===== config.mk =====
export PLATFORM = sky130hd
export DESIGN_NAME = risc_v_run_controller
export DESIGN_NICKNAME = d
export VERILOG_FILES = /design/src/rtl/risc_v_run_controller.sv
export SDC_FILE = /design/constraint.sdc
export NUM_CORES = 1
export LEC_CHECK = 0
export CORE_AREA = 10 10 454 456
export DETAILED_ROUTE_END_ITERATION = 7
export DIE_AREA = 0 0 464 466
export GPL_TIMING_DRIVEN = 0
export SKIP_LAST_GASP = 1
export SLEW_MARGIN = 20
export SYNTH_ARGS = -nofsm -noshare
export SYNTH_HDL_FRONTEND = slang
export SYNTH_SLANG_ARGS = --single-unit

===== constraint.sdc =====
create_clock -name clk -period 2.7 [get_ports clk]
set_clock_uncertainty 0.2 [all_clocks]
set_input_delay 0.54 -clock clk [delete_from_list [all_inputs] [get_ports clk]]
set_output_delay 0.54 -clock clk [all_outputs]
set_load 0.03 [all_outputs]

===== src/rtl/risc_v_run_controller.sv =====
// risc_v_run_controller: sequences core reset, watches the PC for halt or self-loop, then grades results.
module risc_v_run_controller #(
   parameter int XLEN        = 64,
   parameter int NUM_ELEM    = 8,
   parameter int RST_CYCLES  = 3,
   parameter int HALT_REPEAT = 2,
   parameter int TIMEOUT     = 1024,
   parameter int CNT_W       = 16
) (
   input  logic                     clk,
   input  logic                     reset,
   input  logic                     start,
   input  logic [XLEN-1:0]          pc_out,
   input  logic [XLEN-1:0]          halt_pc,
   input  logic [NUM_ELEM*XLEN-1:0] elements,
   input  logic [NUM_ELEM*XLEN-1:0] expected,
   output logic                     core_reset,
   output logic                     running,
   output logic                     done,
   output logic                     pass,
   output logic [NUM_ELEM-1:0]      fail_mask,
   output logic                     timeout,
   output logic [CNT_W-1:0]         cycle_count
);
   localparam int RW = RST_CYCLES > 1 ? $clog2(RST_CYCLES) : 1;
   localparam int HW = $clog2(HALT_REPEAT + 1);
   typedef enum logic [2:0] {IDLE, RSTSEQ, RUN, CHECK, DONE} state_t;
   state_t              state, state_nx;
   logic [RW-1:0]       rst_cnt;
   logic [HW-1:0]       halt_cnt, loop_cnt, halt_nx, loop_nx;
   logic [XLEN-1:0]     prev_pc;
   logic                prev_vld, halt, tmo;
   logic [CNT_W-1:0]    cnt_nx;
   logic [NUM_ELEM-1:0] mismatch;
   for (genvar i = 0; i < NUM_ELEM; i++) begin : g_cmp
      assign mismatch[i] = elements[i*XLEN +: XLEN] != expected[i*XLEN +: XLEN];
   end
   assign core_reset = state == IDLE || state == RSTSEQ;
   assign running    = state == RUN;
   assign done       = state == DONE;
   always_comb begin
      halt_nx  = pc_out == halt_pc ? halt_cnt + 1'b1 : '0;
      loop_nx  = prev_vld && pc_out == prev_pc ? loop_cnt + 1'b1 : '0;
      halt     = halt_nx == HW'(HALT_REPEAT) || loop_nx == HW'(HALT_REPEAT);
      cnt_nx   = &cycle_count ? cycle_count : cycle_count + 1'b1;
      tmo      = cnt_nx == CNT_W'(TIMEOUT);
      state_nx = state;
      case (state)
         IDLE:    state_nx = start ? RSTSEQ : IDLE;
         RSTSEQ:  state_nx = rst_cnt == RW'(RST_CYCLES - 1) ? RUN : RSTSEQ;
         RUN:     state_nx = halt ? CHECK : tmo ? DONE : RUN;
         CHECK:   state_nx = DONE;
         DONE:    state_nx = start ? RSTSEQ : DONE;
         default: state_nx = IDLE;
      endcase
   end
   always_ff @(posedge clk) begin
      if (!reset) begin
         state       <= IDLE;
         rst_cnt     <= '0;
         halt_cnt    <= '0;
         loop_cnt    <= '0;
         prev_pc     <= '0;
         prev_vld    <= 1'b0;
         cycle_count <= '0;
         pass        <= 1'b0;
         fail_mask   <= '0;
         timeout     <= 1'b0;
      end else begin
         state <= state_nx;
         if (state_nx == RSTSEQ && state != RSTSEQ) begin
            rst_cnt     <= '0;
            halt_cnt    <= '0;
            loop_cnt    <= '0;
            prev_vld    <= 1'b0;
            cycle_count <= '0;
            pass        <= 1'b0;
            fail_mask   <= '0;
            timeout     <= 1'b0;
         end
         if (state == RSTSEQ) rst_cnt <= rst_cnt + 1'b1;
         if (state == RUN) begin
            cycle_count <= cnt_nx;
            halt_cnt    <= halt_nx;
            loop_cnt    <= loop_nx;
            prev_pc     <= pc_out;
            prev_vld    <= 1'b1;
            // halt wins over a simultaneous timeout
            if (!halt && tmo) timeout <= 1'b1;
         end
         if (state == CHECK) begin
            fail_mask <= mismatch;
            pass      <= ~|mismatch;
         end
      end
   end
endmodule


==> impl_metrics.tcl <==
set metrics [dict create \
    die_h_microns 466 \
    violations "setup timing" \
    rows 163 \
    port_buffers 1183 \
    clk_pin_slew_ns 0.09 \
    ys.warnings.count 0 \
    p_total_mw 6.371 \
    area_delta_synth_final_pct 145.0 \
    worst_pin_slew_ns 1.003 \
    detailed_place_hpwl_microns 177900 \
    worst_path_max_delay_cell "clkdlybuf4s50_1" \
    finalHoldViolCount 0 \
    max-vdd-ir-drop_v 0.0002616 \
    crit_cells 9 \
    start_util_pct 5.772 \
    ff2ff_path_depth 5 \
    first_pass_iters 6 \
    setup_viol_count_final 5 \
    outcome "finished with violations" \
    drv_slew 0 \
    grt_max_degree 20 \
    min_path_type "register to register" \
    async_flop_share_pct 0 \
    end_kind "register" \
    critPathBufInv 2 \
    final_common_cell "clkdlybuf4s50_1" \
    cts_tree "yes" \
    cts_buffer_depth 2 \
    synth_area_sq_um 11350 \
    max_freq_mhz 356.3 \
    drt_iter0_markers 1375 \
    critical_path_class "input pin to register" \
    wirelength_microns 187900 \
    power.density_nw_per_um2 229.2 \
    ys_seq_area_share_pct 17.64 \
    critPathMostFrequentCell "nand4_1" \
    synth_edf_count 0 \
    cts_max_level 3 \
    cp_max_fo 2 \
    tns_ns -0.2502 \
    worst_slack_ns -0.1063 \
    synth_cell_types 53 \
    coreArea_sq_um 196600 \
    synthesis.nets 2602 \
    final_util_pct 14.14 \
    syn_avg_cell_area_sq_um 7.853 \
    pin_count 1184 \
    crit_path_max_incr_delay_ns 0.51 \
    nNetsFinal 3816 \
    root_buffer "clkbuf_16" \
    cp-start-kind "input pin" \
    clkSinkCount 100 \
    fin_crit_ns 2.806 \
    drive_gt1_share_pct 5.368 \
    ant_nets 0 \
    holdPathStages 2 \
    ys_seq_elements 100 \
    critPathTopFamily "simple AND/OR/NAND/NOR gates" \
    cp_data_arrival_time_ns 2.92 \
    synth_cells 1445 \
    final_cell_mix "clkdlybuf4s50_1, xnor2_1, nand2_1" \
    cap_viol_max_count 0 \
    cts_made_buffers 9 \
    drc_errors 0 \
    grt_pass1_wl_microns 224800 \
    rsz0062_at_grt "yes" \
    leakagePower_nw 8.907 \
    maxSlewHeadroom_pct 32.89 \
    grt_pass1_vias 17400 \
    cp_cell_sequence "clkdlybuf4s50_1 -> xnor2_2 -> nand4_1 -> nor4_2 -> nand4_1 -> buf_6 -> nor4_4 -> nand3b_1 -> o21ai_1" \
    ys.flop_type "dfxtp_1" \
    critPathRequiredTime_ns 2.81 \
    fp.dieArea_sq_um 216200 \
    routed_via_density 3.327 \
    vias 17820 \
    clk_latency_ns 0.39 \
    wire_per_inst_microns 35.09 \
    period_share_pct 103.9 \
    grt_overflow_total 0 \
    gp_congestion 1.025 \
    grtUsageTotal_pct 16.43 \
    die_x_microns 464 \
    antenna_found_initial 295 \
]
cells in the mapped netlist (4+ instances only):
cell	number	share of area (%)
a21oi_1	85	3.7
nand3_1	13	0.57
nor4_1	64	3.5
nor2b_1	11	0.61
a22oi_1	11	0.73
nand2_1	166	5.5
inv_1	24	0.79
nor3_1	12	0.53
and3_1	6	0.33
nor2_1	35	1.2
xor2_1	79	6.1
o21ai_0	9	0.40
clkbuf_1	28	0.93
a311oi_1	5	0.39
o22ai_1	7	0.39
o2111ai_1	4	0.31
xnor2_1	538	42
nand4_1	155	8.5
nand2b_1	25	1.4
a31oi_1	8	0.44
o21ai_1	6	0.26
dfxtp_1	100	18
flip-flops by register name, indices dropped and copies added (netlist names):
name,cells
fail_mask,8
loop_cnt,2
cycle_count,16
rst_cnt,2
pass,1
prev_pc,64
state,3
timeout,1
halt_cnt,2
prev_vld,1
kinds of logic (layout without fill, tap and decap cells):
kind of cell	after synthesis	after routing	synth area share (%)
xor+xnor	617	617	47.62
fa+ha+maj	2	2	0.2205
compound gates	157	157	8.535
other cells	0	51	0
simple gates	506	506	23.71
mux	1	1	0.09923
buf+inv	62	1281	2.172
flops	100	100	17.64
worst paths after layout:
check           startpoint          end  slack [ns]
min            prev_pc[10]  prev_pc[10]        0.27
min reg2reg    prev_pc[10]  prev_pc[10]        0.27
max          expected[226]         pass       -0.11
max reg2reg       state[0]  prev_pc[40]        0.08
worst min-delay path: stages, from the launching register on:
cell and delay, ns:
dfxtp_1 0.32, nand2_1 0.05, a21oi_1 0.05
area by class of cell:
class | instances | area, sq um
Antenna cell | 51 | 127.6
Buffer | 34 | 160.2
Clock buffer | 9 | 225.2
Clock inverter | 7 | 92.59
Fill cell | 22480 | 168800
Inverter | 26 | 100.1
Multi-Input combinational cell | 1283 | 9647
Sequential cell | 100 | 2013
Tap cell | 2640 | 3303
Timing Repair Buffer | 1205 | 12130
power by group:
group          total [mW]  internal [mW]  switching [mW]
Sequential           1.49           1.48         0.00722
Clock                1.54          0.748           0.795
Combinational        3.34           2.07            1.28
timing repair:
action / in CTS / in global routing
pin swaps: 31 / 45
gates cloned: 0 / 0
setup endpoints to repair: 79 / 52
hold buffers: 0 / 0
setup buffers: 19 / 1
gates resized for setup: 121 / 125
metal layers:
metal	vias to the layer above	part of all wire, %	routed length [microns]	GRT usage (%)
met2	1478	46	85650	27.54
li1	7529	-	-	-
met3	484	13	24550	8.793
met5	-	0.59	1108	0
met4	168	1.7	3279	1.530
met1	8157	39	73340	19.08
per-stage QoR:
step | instances | instance area (sq um) | hold slack (ns) | worst slack, ns
2_1_floorplan | 1445 | 11350 | 0.2396 | 0.01552
3_3_place_gp | 5268 | 26490 | 0.2521 | -2.446
3_5_place_dp | 5270 | 26540 | 0.2611 | -2.085
4_1_cts | 5304 | 27300 | 0.2718 | -0.2308
5_1_grt | 5318 | 27710 | 0.2840 | -0.1552
6_report | 5355 | 27800 | 0.2712 | -0.1063
Power figures use the tool's default switching activity.
